**src/rtl/bcd_stopwatch_counter.sv**
```systemverilog
// Four-digit BCD stopwatch: prescaled count ticks, start/stop, lap freeze and clear.
// q carries the ones digit in the top nibble down to thousands in the bottom nibble.
module bcd_stopwatch_counter #(
    parameter int TICK_DIV = 5000000
) (
    input  logic        clock,
    input  logic        reset,
    input  logic        start_stop,
    input  logic        lap,
    input  logic        clear,
    output logic [15:0] q,
    output logic        running,
    output logic        wrap
);

    localparam int PW = (TICK_DIV > 1) ? $clog2(TICK_DIV) : 1;
    localparam logic [PW-1:0] PMAX = PW'(TICK_DIV - 1);

    typedef enum logic [1:0] {IDLE, RUN, LAP, STOP} state_t;

    state_t        state;
    logic [PW-1:0] prescaler;
    logic [3:0]    ones, tens, hundreds, thousands;
    logic [3:0]    ones_n, tens_n, hundreds_n, thousands_n;
    logic [15:0]   live;
    logic [15:0]   snapshot;
    logic          start_stop_d, lap_d;
    logic          ss_edge, lap_edge, active, tick, all_nines;

    assign ss_edge   = start_stop & ~start_stop_d;
    assign lap_edge  = lap & ~lap_d;
    assign active    = (state == RUN) || (state == LAP);
    assign tick      = active && (prescaler == PMAX);
    assign all_nines = (ones == 4'd9) && (tens == 4'd9) &&
                       (hundreds == 4'd9) && (thousands == 4'd9);
    assign live      = {ones, tens, hundreds, thousands};

    assign q       = (state == LAP) ? snapshot : live;
    assign running = active;

    // Ripple-carry BCD increment; digits only ever step from 0..9, so 10-15 never appear.
    always_comb begin
        ones_n      = ones;
        tens_n      = tens;
        hundreds_n  = hundreds;
        thousands_n = thousands;
        if (ones != 4'd9) begin
            ones_n = ones + 4'd1;
        end else begin
            ones_n = 4'd0;
            if (tens != 4'd9) begin
                tens_n = tens + 4'd1;
            end else begin
                tens_n = 4'd0;
                if (hundreds != 4'd9) begin
                    hundreds_n = hundreds + 4'd1;
                end else begin
                    hundreds_n  = 4'd0;
                    thousands_n = (thousands == 4'd9) ? 4'd0 : thousands + 4'd1;
                end
            end
        end
    end

    always_ff @(posedge clock) begin
        if (reset) begin
            state        <= IDLE;
            prescaler    <= '0;
            ones         <= 4'd0;
            tens         <= 4'd0;
            hundreds     <= 4'd0;
            thousands    <= 4'd0;
            snapshot     <= 16'h0000;
            start_stop_d <= 1'b0;
            lap_d        <= 1'b0;
            wrap         <= 1'b0;
        end else begin
            start_stop_d <= start_stop;
            lap_d        <= lap;
            if (clear) begin
                state     <= IDLE;
                prescaler <= '0;
                ones      <= 4'd0;
                tens      <= 4'd0;
                hundreds  <= 4'd0;
                thousands <= 4'd0;
                snapshot  <= 16'h0000;
                wrap      <= 1'b0;
            end else begin
                // Counting uses the state before any transition taken on this edge.
                if (active) begin
                    prescaler <= tick ? '0 : prescaler + 1'b1;
                end
                wrap <= tick && all_nines;
                if (tick) begin
                    ones      <= ones_n;
                    tens      <= tens_n;
                    hundreds  <= hundreds_n;
                    thousands <= thousands_n;
                end

                // start_stop outranks lap when both edges land together.
                case (state)
                    IDLE: begin
                        if (ss_edge) state <= RUN;
                    end
                    RUN: begin
                        if (ss_edge) begin
                            state <= STOP;
                        end else if (lap_edge) begin
                            state    <= LAP;
                            snapshot <= live;
                        end
                    end
                    LAP: begin
                        if (ss_edge)       state <= STOP;
                        else if (lap_edge) state <= RUN;
                    end
                    STOP: begin
                        if (ss_edge) state <= RUN;
                    end
                    default: state <= IDLE;
                endcase
            end
        end
    end

endmodule
```
**config.mk**
```make
export PLATFORM = sky130hd
export DESIGN_NAME = bcd_stopwatch_counter
export DESIGN_NICKNAME = d
export VERILOG_FILES = /design/src/rtl/bcd_stopwatch_counter.sv
export SDC_FILE = /design/constraint.sdc
export NUM_CORES = 1
export LEC_CHECK = 0
export BUFFER_PORTS_ARGS = -buffer_cell sky130_fd_sc_hd__buf_2
export CAP_MARGIN = 30
export CORE_MARGIN = 4
export CORE_UTILIZATION = 50
export CTS_BUF_LIST = sky130_fd_sc_hd__clkbuf_4
export DETAILED_ROUTE_END_ITERATION = 12
export PLACE_DENSITY = 0.76
export SKIP_CTS_REPAIR_TIMING = 1
export SLEW_MARGIN = 20
export SYNTH_ARGS = -nofsm -noshare
export SYNTH_HDL_FRONTEND = slang
export SYNTH_SLANG_ARGS = --single-unit
```
**constraint.sdc**
```tcl
create_clock -name clock -period 4.93 [get_ports clock]
set_input_delay 0.2465 -clock clock [delete_from_list [all_inputs] [get_ports clock]]
set_output_delay 0.2465 -clock clock [all_outputs]
set_load 0.02 [all_outputs]
```
* Yosys cells after proc, flatten, opt, wreduce, memory -nomap -nowiden
Index checks and enable logic that the tools add are counted.
** Word-level totals
- Memories kept :: 0
- Memory bits (writable) :: 0
- Bits in latches :: 0
- Bits of input ports :: 5
- Logic and storage cells :: 63
- Flip-flop bits (word level) :: 60
- ROM bits :: 0
** Operators by class
- Divide/modulo/power cells :: 0
- Reduce and logical (&&, ||, !) cells :: 14
- Multiplexer cells :: 12
- Multipliers :: 0
- Bitwise gates (word level) :: 8
- Shifts and indexed selects :: 0
- Add/sub/neg operators :: 5
- Equal/unequal tests :: 14
- $lt $le $gt $ge :: 0
** Operator list (number)
- 23-bit by 1-bit adder with 23-bit output (second input constant) :: 1
- 23-bit equality test (second input constant) :: 1
- 23-bit two-way mux :: 1
- 4-bit by 1-bit adder with 4-bit output (second input constant) :: 4
- 4-bit equality test (second input constant) :: 4
- 16-bit two-way mux :: 1
- 4-bit two-way mux :: 4
- 4-bit inequality test (second input constant) :: 3
- 2-bit two-way mux :: 5
- 3-bit AND reduction :: 3
- 3-bit inequality test (second input constant) :: 2
- 1-bit NOT :: 6
- 2-bit case mux with 3 select lines :: 1
- 1-bit logical AND :: 5
- 2-bit equality test (second input constant) :: 2
- 4-bit AND reduction :: 1
- 2-bit OR reduction :: 2
- 1-bit bitwise AND :: 2
- 2-bit by 1-bit equality test with 1-bit output (second input constant) :: 1
- 2-bit logical NOT :: 1
- 2-bit by 1-bit inequality test with 1-bit output (second input constant) :: 1
- 2-bit AND reduction :: 1
- 1-bit logical OR :: 1

* Logic depth before layout (Yosys ltp)
Gate-level depths: netlist of the first run.
- Depth after elaboration :: 5
- Gate-level depth with buffers :: 9
- Depth with buffers taken out :: 6

* Worst setup path after synthesis of the first run
No wires, ideal clock.
- Path type :: register -> register
- Start point :: reg state[0]
- End point :: reg hundreds[3]
- Path buffers :: 2
- Stages on the path, launching flop included :: 9
- Arrival :: 2309 ps
- Setup slack :: 2547 ps
- Required time :: 4856 ps
- Cells stage by stage :: dfxtp_1 inv_1 ha_1 buf_6 nand2b_4 or4_1 buf_2 or4_1 a31oi_1
** Between the ends
- Cells in the longest elaborated chain, start to end :: 4
- Elaborated cells on any way between the ends :: 5
** RTL lines
- from (decl) :: line 21 : state_t state;
- from (signal assigned) :: line 67 : state <= IDLE;
- from (signal assigned) :: line 81 : state <= IDLE;
- from (signal assigned) :: line 105 : if (ss_edge) state <= RUN;
- 2-bit by 1-bit equality test with 1-bit output / 2-bit equality test (equally long branches) :: line 32 : assign active = (state == RUN) || (state == LAP);
- 1-bit logical OR (*) :: line 32
- 1-bit logical AND (*) :: line 33 : assign tick = active && (prescaler == PMAX);
- 3-bit AND reduction (no line) (*)
- to (signal assigned) :: line 98 : hundreds <= hundreds_n;
- to (decl) :: line 23 : logic [3:0] ones, tens, hundreds, thousands;
Mark *: on every way between the ends. The rest lies on a longest branch, timed or not.
A chain may end at the register's enable or synchronous reset.

* Worst setup path after layout of the first run
- Start point :: reg state[0]
- End point :: reg prescaler[14]
** Between the ends
- Cells in the longest elaborated chain, start to end :: 4
- Elaborated cells on any way between the ends :: 5
** RTL lines
- 2-bit by 1-bit equality test with 1-bit output / 2-bit equality test (equally long branches) :: line 32
- 1-bit logical OR (*) :: line 32
- 1-bit logical AND :: line 33
- 23-bit two-way mux :: line 92 : prescaler <= tick ? '0 : prescaler + 1'b1;
- to (signal assigned) :: line 92
- to (decl) :: line 22 : logic [PW-1:0] prescaler;
Marked as above.

==> qor.yml, run 1 <==
power_and_ir_drop:
  leakage_nw: 1.09
  ir_worst_vdd_v: 0.000142
  powerDensity_nw_per_um2: 246
  finalPower_uw: 806
cts:
  clock_latency_ps: 400
  htree_levels: 3
  clk_pin_slew_ps: 110
  cts_root_buf: "clkbuf_4"
  clockBufferDepth: 2
  cts_tree: "done"
  cts_num_sinks: 60
  cts_made_buffers: 9
detailed_routing:
  drt_pass1_iterations: 4
  routedWlPerCell_um: 13.7
  drt_iter0_markers: 133
  top_layer: "met4"
  antenna_left: 0
  vias_per_cell: 5.70
  drt-total-wl_mm: 6.45
  wl_met3_um: 406
  wl_met1_mm: 3.01
  met2_wirelength_mm: 2.92
  vias: 2680
  drc: 0
die:
  coreArea_um2: 5920
  placementRows: 28
  top_level_ports: 23
  initial_core_util_pct: 51.7
  die_w_um: 86.2
  dieArea_um2: 7430
  die_h_um: 86.2
cells_and_area:
  fin_nets: 399
  drive_above_1_share_pct: 14.4
  final_common_cell: "nand2_1"
  layout_common_cells: "nand2_1, dfxtp_1, a21oi_1"
  syn2layout_area_growth_pct: 7.36
  diodes: 0
timing:
  grt_setup_unrepaired: "no"
  final_max_slew_viol_count: 0
  max_freq_mhz: 334
  layout_setup_ws_ps: 1940
  setup_violations: 0
  finClkSkew_ps: 13.9
  maxSlewHeadroom_pct: 40.0
  period_needed_ps: 2990
  period_share_pct: 60.7
  finalHoldViolations: 0
  worst_pin_slew_ps: 901
  setup_tns_ps: 0
logic_synthesis:
  syn_inst: 378
  synth_ff_type: "dfxtp_1"
  synth-edff-count: 0
  syn_area_per_cell_um2: 8.09
  synth_area_um2: 3060
  ys_async_sr_fraction_pct: 0
  synth.distinct_cells: 47
  yosysSeqAreaShare_pct: 39.3
  syn-num-nets: 387
  yosys_warnings: 0
  yosys.area.top_type_share_pct: 39.3
  synth.largest_area_cell: "dfxtp_1"
  synth_seq_cells: 60
  synth_area_leaders: "dfxtp_1, nand2_1, a21oi_1"
global_routing:
  antenna_found_initial: 0
  grt_overflow: 0
  grt_max_degree: 31
  grt_pass1_wl_mm: 11.1
  track_usage_pct: 18.4
  grt_pass1_vias: 2440
setup_path:
  critPathKind: "flip-flop to flip-flop"
  crit_path_end_kind: "flip-flop"
  crit_path_start_kind: "flip-flop"
  reg2reg_depth: 7
  worstPathMaxFanout: 20
  required_ps: 5220
  reg2reg_slack_ps: 1940
  critical_path_arrival_ps: 3280
placement:
  hpwl_mm: 4.42
  finalWeightedCongestion: 0.878
  io_buffers: 22
  pre_cts_ws_ps: 1940
job:
  drv_cap: 0
min_path:
  min_path_cells: 2
  min_path_type: "input port to flip-flop"
run_status:
  outcome: "finished, final reports clean"
power by group:
group | internal (mW) | switching, mW | total (mW)
Combinational | 0.0112 | 0.0216 | 0.0328
Sequential | 0.486 | 0.00116 | 0.487
Clock | 0.104 | 0.182 | 0.286
Total | 0.602 | 0.205 | 0.806
cells in the mapped netlist, types with 2 or more instances:
cell type,n
a21oi_1,33
a31oi_1,2
and3_1,2
and4_1,3
buf_1,3
buf_6,2
clkbuf_1,17
dfxtp_1,60
ha_1,4
inv_1,14
mux2_2,11
mux2i_1,8
nand2_1,61
nand2b_1,2
nand3_1,9
nand4_1,12
nand4bb_1,2
nor2_1,24
nor2b_1,9
nor3_1,3
nor3b_1,2
nor4_1,12
o211ai_1,2
o21ai_0,17
o311ai_0,2
o31ai_1,9
or2_2,2
or3_1,14
or4_1,8
xnor2_1,9
xor2_1,4
worst paths after layout:
kind,start,to
max,state[0],prescaler[14]
min,lap,lap_d
max reg2reg,state[0],prescaler[14]
min reg2reg,snapshot[2],snapshot[2]
worst max-delay path, cell delays in order (launching register included):
cell,delay (ps)
dfxtp_1,380
inv_1,70
ha_1,400
nand2b_4,210
or4_1,830
o21ai_1,610
buf_4,300
nor2_1,70
kinds of logic (layout without fill, tap and decap cells):
group,after synthesis,after routing,share of synthesized area [%]
AOI/OAI and AO/OA,72,72,13.9
and+or+nand+nor,172,172,29.6
adders and majority gates,4,4,1.64
buffers and inverters,38,55,5.23
xor gates and xnor gates,13,13,3.72
muxes,19,19,6.67
DFF,60,60,39.3
area by class of cell:
class                           instances  area [µm²]
Tap cell                               75        93.8
Sequential cell                        60        1200
Multi-Input combinational cell        280        1700
Timing Repair Buffer                   25         133
Clock inverter                          6        31.3
Fill cell                             553        2640
Clock buffer                           10        75.1
Inverter                               14        52.6
per-layer routing:
metal,vias up,track usage [%]
met5,-,0
met3,10,4.75
met2,65,29.1
li1,1368,-
met1,1237,24.2
met4,0,7.37
per-stage QoR:
stage               std cells  hold WS (ps)  utilization (%)  cell area [µm²]
global route              470          75.9             55.5             3280
floorplan                 378           318                -             3060
finish                    470          68.1             55.5             3280
detailed placement        453           445             53.6             3170
global placement          453           438             53.6             3170
CTS                       469          62.7             55.3             3280
sequential cells by signal, summed over array words and instances (netlist names):
signal	count
lap_d	1
thousands	4
wrap	1
prescaler	23
hundreds	4
state	2
snapshot	16
ones	4
tens	4
start_stop_d	1
Power figures use the tool's default switching activity.
==> inputs of run 2 (changes only) <==
ABC_AREA = 1   (was not set)
PLACE_DENSITY = 0.79   (was 0.76)
clock period = 2.7 ns   (was 4.93 ns; I/O delays follow)
==> run 2 against run 1 <==
Compared with the run above:
- combinational power rose to 2.9 times the previous value
- register-to-register slack worse by 1300 ps
- sequential share of layout area fell by 0.66 points
- maximum frequency rose by 47%
- core utilization increased by 1.0 points
- sequential cell count did not move
- highest routed layer unchanged
==> qor.yml, run 2 <==
run_status:
  outcome: "finished, final reports clean"
cells_and_area:
  diodes: 0
  largest_register_ffs: 23
  drive_above_1_share_pct: 13.3
  final_common_cell: "nand2_1"
  fin_nets: 488
  fill_cells: 567
  largestRegisters: "prescaler x23, snapshot x16"
  layout_common_cells: "nand2_1, nor2_1, dfxtp_1"
  syn2layout_area_growth_pct: 9.46
  largest_register: "prescaler"
placement:
  pre_cts_ws_ps: 655
  hpwl_mm: 4.64
  io_buffers: 22
  finalWeightedCongestion: 0.845
power_and_ir_drop:
  p_seq_share_pct: 60.5
  p_sw_share_pct: 26.1
  power.share.clock_pct: 33.0
  p_sw_uw: 386
  powerDensity_nw_per_um2: 443
  leakage_nw: 1.33
  pwr-share-comb_pct: 6.5
  ir_worst_vdd_v: 0.000272
  finalPower_mw: 1.48
  p_int_mw: 1.10
setup_path:
  crit_path_start_kind: "flip-flop"
  cp_num_buf_inv: 2
  reg2reg_depth: 10
  worstPathMaxFanout: 15
  crit_family: "simple AND/OR/NAND/NOR gates"
  slowest_stage: "ha_1"
  path_cells: "inv_1 > ha_1 > nor2_4 > nand2_2 > inv_2 > nand2_1 > nor2_4 > nand2_1 > o21ai_0 > nor2_1"
  required_ps: 3000
  critical_path_arrival_ps: 2330
  cp.depth: 10
  crit_path_end_kind: "flip-flop"
  critPathKind: "flip-flop to flip-flop"
  slowest_delay_ps: 440
timing:
  maxSlewHeadroom_pct: 47.3
  setup_violations: 0
  setup_tns_ps: 0
  period_share_pct: 75.3
  final_max_slew_viol_count: 0
  finClkSkew_ps: 15.9
  period_needed_ps: 2030
  worst_pin_slew_ps: 789
  max_freq_mhz: 492
  finalHoldViolations: 0
  grt_setup_unrepaired: "no"
  timing.hold.ws_ps: 272
  layout_setup_ws_ps: 667
logic_synthesis:
  synth_area_leaders: "dfxtp_1, nand2_1, nor2_1"
  synth_ff_type: "dfxtp_1"
  syn_inst: 453
  synth.most_common_cell: "nand2_1"
  synth.largest_area_cell: "dfxtp_1"
  syn-num-nets: 462
  yosys_warnings: 0
  synth_area_um2: 3060
  syn_area_per_cell_um2: 6.74
  synth_seq_cells: 60
  synth_commonest_cells: "nand2_1, nor2_1, dfxtp_1"
  synth.distinct_cells: 31
  yosys.area.top_type_share_pct: 39.3
  synth-edff-count: 0
  yosysSeqAreaShare_pct: 39.3
  ys_async_sr_fraction_pct: 0
die:
  dieArea_um2: 7430
  placementRows: 28
  top_level_ports: 23
  initial_core_util_pct: 51.6
  die_h_um: 86.2
  coreArea_um2: 5920
  die_w_um: 86.2
cts:
  cts_tree: "done"
  cts_num_sinks: 60
  htree_levels: 3
  clockBufferDepth: 2
  clock_latency_ps: 400
  cts_root_buf: "clkbuf_4"
  cts_made_buffers: 9
  clk_pin_slew_ps: 100
detailed_routing:
  vias_per_cell: 5.13
  vias: 2864
  drc: 0
  drt_pass1_iterations: 5
  drt-total-wl_mm: 6.42
  antenna_left: 0
  routedWlPerCell_um: 11.5
  drt_iter0_markers: 163
global_routing:
  grt_max_degree: 38
  track_usage_pct: 18.8
  grt_pass1_wl_mm: 11.3
  grt_pass1_vias: 2695
  grt_overflow: 0
  antenna_found_initial: 0
min_path:
  min_path_cells: 6
  min_path_type: "input port to flip-flop"
job:
  drv_cap: 0
-- run 2: through the flow --
| stage | util (%) | cell area (µm²) | std cells |
|---|---|---|---|
| after CTS | 55.7 | 3300 | 554 |
| after floorplan | - | 3060 | 453 |
| after global placement | 54.0 | 3200 | 539 |
| final | 56.5 | 3340 | 558 |
| after global routing | 56.5 | 3340 | 558 |
| after detailed placement | 54.0 | 3200 | 539 |
-- run 2: path summary, 6_finish.rpt --
path                  from            to  slack (ps)
hold reg to reg    ones[1]       ones[1]         480
setup reg to reg  state[0]  thousands[3]         670
setup / recovery  state[0]  thousands[3]         670
hold / removal         lap      state[1]         270
-- run 2: cell type report --
cell class / instances / area (µm²) / area share [%]
sequential: 60 / 1200 / 35.9
inverter: 60 / 228 / 6.81
tap: 75 / 93.8 / 2.81
timing repair buffer: 27 / 163 / 4.86
multi-input combinational: 321 / 1560 / 46.6
clock inverter: 6 / 32.5 / 0.973
clock buffer: 9 / 67.6 / 2.02
-- run 2: kinds of logic after synthesis --
| family | synth area share (%) |
|---|---|
| AND/OR/NAND/NOR | 34.2 |
| adder cells (fa/ha/maj) | 1.64 |
| flip-flops | 39.3 |
| XOR/XNOR | 0.573 |
| AO/OA/AOI/OAI | 14.6 |
| buffers and inverters | 9.66 |
-- run 2: worst reg2reg max path, cell delays in order (launching register included) --
cell and delay [ps]:
dfxtp_1 380, inv_1 60, ha_1 440, nor2_4 180, nand2_2 90, inv_2 50, nand2_1 70, nor2_4 280
nand2_1 150, o21ai_0 190, nor2_1 60
-- run 2: routing by layer --
metal,wire length [µm],vias up,track usage (%)
li1,-,1517,-
met1,2970,1291,22.2
met2,3100,49,32.7
met3,262,7,5.42
met4,78,0,6.52
met5,0,-,0
-- run 2: power by group through the flow --
stage          sequential, mW  clock (mW)  combinational (mW)
2_1_floorplan           0.917           0              0.0719
3_3_place_gp            0.918           0              0.0855
3_5_place_dp            0.918           0              0.0887
4_1_cts                 0.898       0.511              0.0890
5_1_grt                 0.899       0.547               0.107
6_report                0.897       0.489              0.0956
==> inputs of run 3 (changes only) <==
PLACE_DENSITY = 0.76   (was 0.79)
clock period = 1.9 ns   (was 2.7 ns; I/O delays follow)
==> run 3 against run 2 <==
Compared with the run above:
- sequential share of layout area shrank 1.3 points
- combinational power up 57%
- sequential cell count unchanged
- register-to-register slack worse by 500 ps
- hold slack lost 250 ps
- clock skew is 2.9 ps higher
- critical endpoint is now ones[0]
- critical path depth is 1 higher
- cell count grew 1.8%
- maximum frequency rose by 18%
==> qor.yml, run 3 (same netlist as run 2, synthesis figures left out) <==
run_status:
  outcome: "finished, final reports clean"
timing:
  setup_violations: 0
  finClkSkew_ps: 18.8
  final_max_slew_viol_count: 0
  finalHoldViolations: 0
  worst_pin_slew_ps: 438
  period_needed_ps: 1730
  period_share_pct: 91.0
  max_freq_mhz: 579
  maxSlewHeadroom_pct: 70.8
  setup_tns_ps: 0
  layout_setup_ws_ps: 172
  timing.hold.ws_ps: 17.5
  grt_setup_unrepaired: "no"
placement:
  pre_cts_ws_ps: 73.1
  hpwl_mm: 4.84
  dp_cells: 549
  finalWeightedCongestion: 0.878
  io_buffers: 22
cells_and_area:
  largestRegisters: "prescaler x23, snapshot x16"
  final_common_cell: "nand2_1"
  syn2layout_area_growth_pct: 13.6
  largest_register_ffs: 23
  fin_nets: 497
  diodes: 0
  final_cells: 568
  drive_above_1_share_pct: 16.0
  layout_common_cells: "nand2_1, nor2_1, dfxtp_1"
  largest_register: "prescaler"
cts:
  cts_root_buf: "clkbuf_4"
  clockBufferDepth: 2
  cts_tree: "done"
  clock_latency_ps: 410
  htree_levels: 3
  clk_pin_slew_ps: 110
  cts_made_buffers: 9
  cts_num_sinks: 60
setup_path:
  path_cells: "ha_1 > nand2_2 > nor2_4 > nand2_2 > inv_2 > nand2_1 > nor2_4 > buf_4 > a21oi_1 > o21ai_0 > inv_1"
  slowest_stage: "dfxtp_1"
  critical_path_arrival_ps: 2040
  slowest_delay_ps: 410
  crit_path_start_kind: "flip-flop"
  crit_path_end_kind: "flip-flop"
  crit_family: "simple AND/OR/NAND/NOR gates"
  cp_num_buf_inv: 3
  required_ps: 2210
  critPathKind: "flip-flop to flip-flop"
  worstPathMaxFanout: 7
global_routing:
  track_usage_pct: 19.2
  grt_pass1_vias: 2656
  grt_pass1_wl_mm: 11.5
  antenna_found_initial: 0
  grt_overflow: 0
  grt_max_degree: 33
die:
  placementRows: 28
  initial_core_util_pct: 51.6
  coreArea_um2: 5920
  die_w_um: 86.2
  dieArea_um2: 7430
  top_level_ports: 23
  die_h_um: 86.2
detailed_routing:
  wl_met1_mm: 3.12
  vias: 2884
  drc: 0
  routedWlPerCell_um: 11.5
  drt_pass1_iterations: 4
  wl_met3_um: 283
  antenna_left: 0
  vias_per_cell: 5.08
  met2_wirelength_mm: 3.04
  top_layer: "met4"
  drt-total-wl_mm: 6.55
  drt_iter0_markers: 191
power_and_ir_drop:
  leakage_nw: 1.39
  ir_worst_vdd_v: 0.000416
  powerDensity_nw_per_um2: 675
  finalPower_mw: 2.34
job:
  drv_cap: 0
min_path:
  min_path_type: "input port to flip-flop"
==> run 3: cell count changes in the layout (fill, tap and decap cells not counted), sizes merged <==
cell / previous run / this run
inv: 60 / 61
bufinv: 0 / 1
buf: 24 / 33
clkinv: 4 / 3
==> run 3: through the flow <==
step / cell area, µm² / utilization [%]
2_1_floorplan: 3060 / -
3_3_place_gp: 3270 / 55.3
3_5_place_dp: 3270 / 55.3
4_1_cts: 3420 / 57.7
5_1_grt: 3470 / 58.6
6_report: 3470 / 58.6
==> run 3: path summary, 6_finish.rpt <==
path                              startpoint  endpoint  slack (ps)  depth (start not counted)
worst max-delay path            prescaler[0]   ones[0]         170                         11
worst min register to register       ones[1]   ones[1]         480                          2
worst max register to register  prescaler[0]   ones[0]         170                         11
worst min-delay path                   clear  state[0]          20                          4
==> run 3: report_power, final <==
part	internal (mW)	leakage, nW	switching [mW]	total, mW
Combinational	0.0512	0.836	0.0987	0.150
Clock	0.406	0.0725	0.510	0.916
Sequential	1.27	0.485	0.00818	1.28
Total	1.73	1.39	0.617	2.34
==> run 3: layer usage <==
metal | vias to the layer above | global-route usage (%)
li1 | 1533 | -
met1 | 1298 | 24.6
met2 | 45 | 31.8
met3 | 8 | 4.85
met4 | 0 | 6.37
met5 | - | 0
==> run 3: worst reg2reg max path: cells and delay by family (launching register included) <==
kind                       cells  cell delay (ps)
AOI/OAI and AO/OA              2              150
buffers and inverters          3              290
adders and majority gates      1              210
and+or+nand+nor                5              560
DFF                            1              410
==> run 3: final cells by class <==
class	count	area [µm²]
inverters	60	228
clock buffers	9	67.6
flip-flops and latches	60	1200
clock inverters	7	76.3
well taps	75	93.8
multi-input cells	321	1580
fillers	558	2450
repair buffers	36	226
